File: config.mk
export PLATFORM = sky130hd
export DESIGN_NAME = ubcsa_acc_stage_28_0
export DESIGN_NICKNAME = d
export VERILOG_FILES = /design/src/rtl/ubcsa_acc_stage_28_0.sv
export SDC_FILE = /design/constraint.sdc
export NUM_CORES = 1
export LEC_CHECK = 0
export BUFFER_PORTS_ARGS = -buffer_cell sky130_fd_sc_hd__buf_2
export CORE_ASPECT_RATIO = 1.5
export CORE_MARGIN = 3
export CORE_UTILIZATION = 55
export CTS_CLUSTER_DIAMETER = 30
export CTS_CLUSTER_SIZE = 16
export DETAILED_ROUTE_END_ITERATION = 8
export PLACE_DENSITY = 0.8
export SLEW_MARGIN = 0
export SYNTH_ARGS = -nofsm -noshare
export SYNTH_HDL_FRONTEND = slang
export SYNTH_HIERARCHICAL = 1
export SYNTH_SLANG_ARGS = --single-unit
File: constraint.sdc
create_clock -name CLK -period 7 [get_ports CLK]
set_input_delay 1.4 -clock CLK [delete_from_list [all_inputs] [get_ports CLK]]
set_output_delay 1.4 -clock CLK [all_outputs]
set_load 0.02 [all_outputs]
File: src/rtl/ubcsa_acc_stage_28_0.sv
// Two-stage operand/result wrapper around a 29-bit carry-select adder with a running accumulator.
// Optional build macro UBCSA_ACC_SAT_EN: saturate the accumulator on ACC carry-out instead of wrapping.

module UBCSe_28_0_28_0 (
  input  logic [28:0] a,
  input  logic [28:0] b,
  output logic [29:0] s
);
  localparam int BLK = 4;
  localparam int NB  = 8;

  logic [31:0] ap;
  logic [31:0] bp;
  logic [31:0] sp;
  logic        cy_out;
  logic        unused_bits;

  assign ap = {3'b000, a};
  assign bp = {3'b000, b};

  // Each block forms both carry-in hypotheses; the ripple only drives the selects.
  always_comb begin
    logic             cy;
    logic [BLK:0]     r0;
    logic [BLK:0]     r1;
    cy = 1'b0;
    sp = '0;
    r0 = '0;
    r1 = '0;
    for (int i = 0; i < NB; i++) begin
      r0 = {1'b0, ap[i*BLK +: BLK]} + {1'b0, bp[i*BLK +: BLK]};
      r1 = {1'b0, ap[i*BLK +: BLK]} + {1'b0, bp[i*BLK +: BLK]} + (BLK+1)'(1);
      sp[i*BLK +: BLK] = cy ? r1[BLK-1:0] : r0[BLK-1:0];
      cy = cy ? r1[BLK] : r0[BLK];
    end
    cy_out = cy;
  end

  assign s           = sp[29:0];
  assign unused_bits = ^{sp[31:30], cy_out};
endmodule

module ubcsa_acc_stage_28_0 (
  input  logic        CLK,
  input  logic        RSTn,
  input  logic        IN_VALID,
  output logic        IN_READY,
  input  logic [1:0]  IN_OP,
  input  logic [28:0] IN_X,
  input  logic [28:0] IN_Y,
  output logic        OUT_VALID,
  input  logic        OUT_READY,
  output logic [29:0] OUT_S,
  output logic        OUT_OVF,
  output logic [28:0] ACC_Q
);
  typedef enum logic [1:0] {
    OP_ADD  = 2'b00,
    OP_ACC  = 2'b01,
    OP_LOAD = 2'b10,
    OP_CLR  = 2'b11
  } op_t;

  logic        vld_p1;
  op_t         op_p1;
  logic [28:0] x_p1;
  logic [28:0] y_p1;
  logic [28:0] acc;
  logic        s1_adv;
  logic [28:0] b_p1;
  logic [29:0] sum_p1;
  logic [29:0] s_nxt;
  logic        ovf_nxt;
  logic [28:0] acc_nxt;

  function automatic logic [29:0] acc_result(input logic [29:0] sum);
`ifdef UBCSA_ACC_SAT_EN
    return sum[29] ? {1'b0, 29'h1FFF_FFFF} : sum;
`else
    return sum;
`endif
  endfunction

  assign s1_adv   = vld_p1 & (~OUT_VALID | OUT_READY);
  assign IN_READY = ~vld_p1 | s1_adv;
  assign ACC_Q    = acc;

  // Stage 1 -> stage 2: operand select, add, result shaping.
  assign b_p1 = (op_p1 == OP_ACC) ? acc : y_p1;

  UBCSe_28_0_28_0 u_add (
    .a (x_p1),
    .b (b_p1),
    .s (sum_p1)
  );

  always_comb begin
    s_nxt   = sum_p1;
    ovf_nxt = 1'b0;
    acc_nxt = acc;
    case (op_p1)
      OP_ADD: ;
      OP_ACC: begin
        s_nxt   = acc_result(sum_p1);
        ovf_nxt = sum_p1[29];
        acc_nxt = s_nxt[28:0];
      end
      OP_LOAD: begin
        s_nxt   = {1'b0, x_p1};
        acc_nxt = x_p1;
      end
      default: begin
        s_nxt   = '0;
        acc_nxt = '0;
      end
    endcase
  end

  // Accumulator moves with the op leaving stage 1, so a following ACC sees it next cycle.
  always_ff @(posedge CLK) begin
    if (!RSTn) begin
      vld_p1    <= 1'b0;
      OUT_VALID <= 1'b0;
      OUT_S     <= '0;
      OUT_OVF   <= 1'b0;
      acc       <= '0;
    end else begin
      if (IN_READY) vld_p1 <= IN_VALID;
      if (s1_adv) begin
        OUT_VALID <= 1'b1;
        OUT_S     <= s_nxt;
        OUT_OVF   <= ovf_nxt;
        acc       <= acc_nxt;
      end else if (OUT_READY) begin
        OUT_VALID <= 1'b0;
      end
    end
  end

  // Input -> stage 1 operand capture.
  always_ff @(posedge CLK) begin
    if (IN_VALID && IN_READY) begin
      op_p1 <= op_t'(IN_OP);
      x_p1  <= IN_X;
      y_p1  <= IN_Y;
    end
  end
endmodule

==> flow_metrics.env <==
export IMPL_sw_frac_of_total_pct=26.97
export IMPL_grt_max_degree=59
export IMPL_worst_path_most_repeated_cell="mux2i_1"
export IMPL_start_util_pct=56.34
export IMPL_irDropWorstVdd_mv=0.1673
export IMPL_drc=0
export IMPL_die_area_mm2=0.01266
export IMPL_area_growth_pct=21.59
export IMPL_ys_seq_area_share_pct=48.85
export IMPL_diodes=0
export IMPL_grt_use_total_pct=23.71
export IMPL_cts_tree="done"
export IMPL_synth_most_common_cell="dfxtp_1"
export IMPL_grt_pass1_wl_um=23080
export IMPL_skew_ns=0.006876
export IMPL_syn_inst=488
export IMPL_post_cts_setup_buffers=0
export IMPL_wl_um=14760
export IMPL_routabilityCongestion=0.8124
export IMPL_power_leakage_nw=3.241
export IMPL_clock_path_buffers=2
export IMPL_ys_seq_elements=122
export IMPL_tightest_slew_ns=1.270
export IMPL_drtIter0Drc=225
export IMPL_slew_headroom_pct=15.35
export IMPL_placed_cells=739
export IMPL_grt_antenna_before_repair=0
export IMPL_worstPathMaxFanout=26
export IMPL_synth_main_ff_cell="dfxtp_1"
export IMPL_yosysWarningCount=6
export IMPL_worst_hold_path_type="reg2reg"
export IMPL_instances_no_fill=771
export IMPL_routed_via_density=6.012
export IMPL_numCtsBuffers=17
export IMPL_syn_area_per_cell_um2=12.76
export IMPL_cts_root_buffer="clkbuf_16"
export IMPL_syn_nets=600
export IMPL_gr_total_overflow=0
export IMPL_powerDensity_mw_per_mm2=269.2
export IMPL_finalHoldViolations=0
export IMPL_status="completed"
export IMPL_vias=4635
export IMPL_core_area_mm2=0.01106
export IMPL_end_kind="flip-flop"
export IMPL_die_x_um=92.89
export IMPL_place_area_mm2=0.006973
export IMPL_insertion_delay_ns=0.41
export IMPL_clk_pin_slew_ns=0.06
export IMPL_fin_setup_tns_ns=0
export IMPL_postSynth_asyncResetShare_pct=0
export IMPL_ys_types=45
export IMPL_dp_hpwl_um=10090
export IMPL_cp_cell_sequence="inv_1 > ha_2 > buf_4 > mux2_2 > ha_1 > fa_1 > xor2_1 > and2_1 > nand4_1 > mux2i_1 > mux2i_1 > mux2i_1 > mux2i_1 > mux2i_1 > xor2_1 > mux2i_1 > nor2b_1 > o2111ai_1 > a21boi_0"
export IMPL_power_frac_comb_pct=17.9
export IMPL_max_freq_ghz=0.1820
export IMPL_antenna_left=0
export IMPL_power_w=0.002038
export IMPL_synth_edff_count=60
export IMPL_worst_ep_arrival_time_ns=5.83
export IMPL_dr_pass1_iters=5
export IMPL_first_global_vias=4766
export IMPL_slowest_stage="edfxtp_1"
export IMPL_clockPowerShare_pct=42.3
export IMPL_fin_crit_sh_pct=78.50
export IMPL_slowest_delay_ns=0.42
export IMPL_pwr_share_seq_pct=39.8
export IMPL_rows=47
export IMPL_cp_required_ns=7.33
export IMPL_crit_buf_inv=2
export IMPL_dieHeight_um=136.3
export IMPL_drive_above_1_share_pct=35.26
export IMPL_start_kind="flip-flop"
export IMPL_critPathKind="reg2reg"
export IMPL_yosysTopAreaCellShare_pct=28.93
export IMPL_p_switching_w=0.0005497
export IMPL_final_max_slew_viol_count=0
export IMPL_synth_commonest_cells="62 x dfxtp_1, 60 x edfxtp_1, 58 x a22o_1, 41 x ha_1, 33 x mux2_2"
export IMPL_rsz0062_at_grt="false"
export IMPL_path_delay_family="multiplexers"
export IMPL_portBuffers=125
export IMPL_stdcell_area_mm2=0.007574
export IMPL_synthTopCellsByArea="edfxtp_1 29%, dfxtp_1 20%, ha_1 8.2%"
export IMPL_cap_violations=0
export IMPL_cts_repair_resized=0
export IMPL_period_needed_ns=5.495
export IMPL_cts_max_level=4
export IMPL_clock_sinks=122
export IMPL_routedWlPerCell_um=19.15
export IMPL_io_pins=126
export IMPL_syn_area_mm2=0.006228
export IMPL_intPower_w=0.001489
export IMPL_setup_viol_count_final=0
export IMPL_nets=723
export IMPL_cts_hold_buf=0
export IMPL_yosys_area_top_type="edfxtp_1"
==> cells by family (layout without fill, tap and decap cells) <==
kind of cell,after synthesis,after routing,share of synthesized area (%)
compound gates,152,152,20.47
xor+xnor,37,37,5.323
fa+ha+maj,48,48,10.49
buf+inv,39,175,2.732
flops,122,122,48.85
mux,40,40,7.172
simple gates,50,50,4.962
==> layout make-up <==
type	count	area [um2]
tap	147	183.9
fill	841	3482
clock buffer	20	489.2
timing repair buffer	131	670.6
inverter	12	45.04
sequential	122	3043
multi-input combinational	327	3030
clock inverter	12	111.4
==> metal layers <==
layer	vias up	wire length, um	part of all wire [%]	track usage [%]
met2	183	8152	55	43.97
met1	2259	5497	37	25.43
li1	2154	-	-	-
met3	39	759	5.1	4.817
met4	0	354	2.4	11.08
met5	-	0	0	0
==> power by group through the flow <==
stage                     sequential, W  clock (W)  combinational [W]
after global routing           0.000814   0.000903           0.000398
after floorplan                0.000835          0           0.000254
after detailed placement       0.000826          0           0.000356
final                          0.000812   0.000862           0.000364
after global placement         0.000825          0           0.000342
after CTS                      0.000811   0.000872           0.000363
==> path summary, 6_finish.rpt <==
kind / to / slack [ns] / depth (start not counted) / startpoint
worst max register to register: OUT_S[29] / 1.50 / 19 / op_p1[1]
worst min-delay path: OUT_S[11] / 0.47 / 1 / OUT_S[11]
worst min register to register: OUT_S[11] / 0.47 / 1 / OUT_S[11]
worst max-delay path: OUT_S[29] / 1.50 / 19 / op_p1[1]
==> flip-flops by register name, summed over array words and instances (netlist names) <==
register / count
ACC_Q: 29
OUT_OVF: 1
OUT_S: 30
OUT_VALID: 1
op_p1: 2
vld_p1: 1
x_p1: 29
y_p1: 29
==> per-stage QoR <==
step	setup WS [ns]	hold slack, ns	utilization, %
after floorplan	1.573	0.5293	-
after global placement	1.749	0.4575	63.07
after detailed placement	1.515	0.4622	63.07
after CTS	1.485	0.4743	68.50
after global routing	1.086	0.4851	68.50
final	1.505	0.4730	68.50
==> placed cells by master, fill, tap and decap left out, drive strengths merged, types with 13 or more instances in the layout <==
cell	Yosys	routed
o2bb2ai	29	29
edfxtp	60	60
buf	12	131
inv	12	13
nand2	14	14
a22oi	29	29
dfxtp	62	62
clkbuf	15	20
xor2	14	14
xnor2	23	23
mux2	34	34
a21oi	15	15
a22o	58	58
ha	41	41
(Power assumes the default switching activity.)
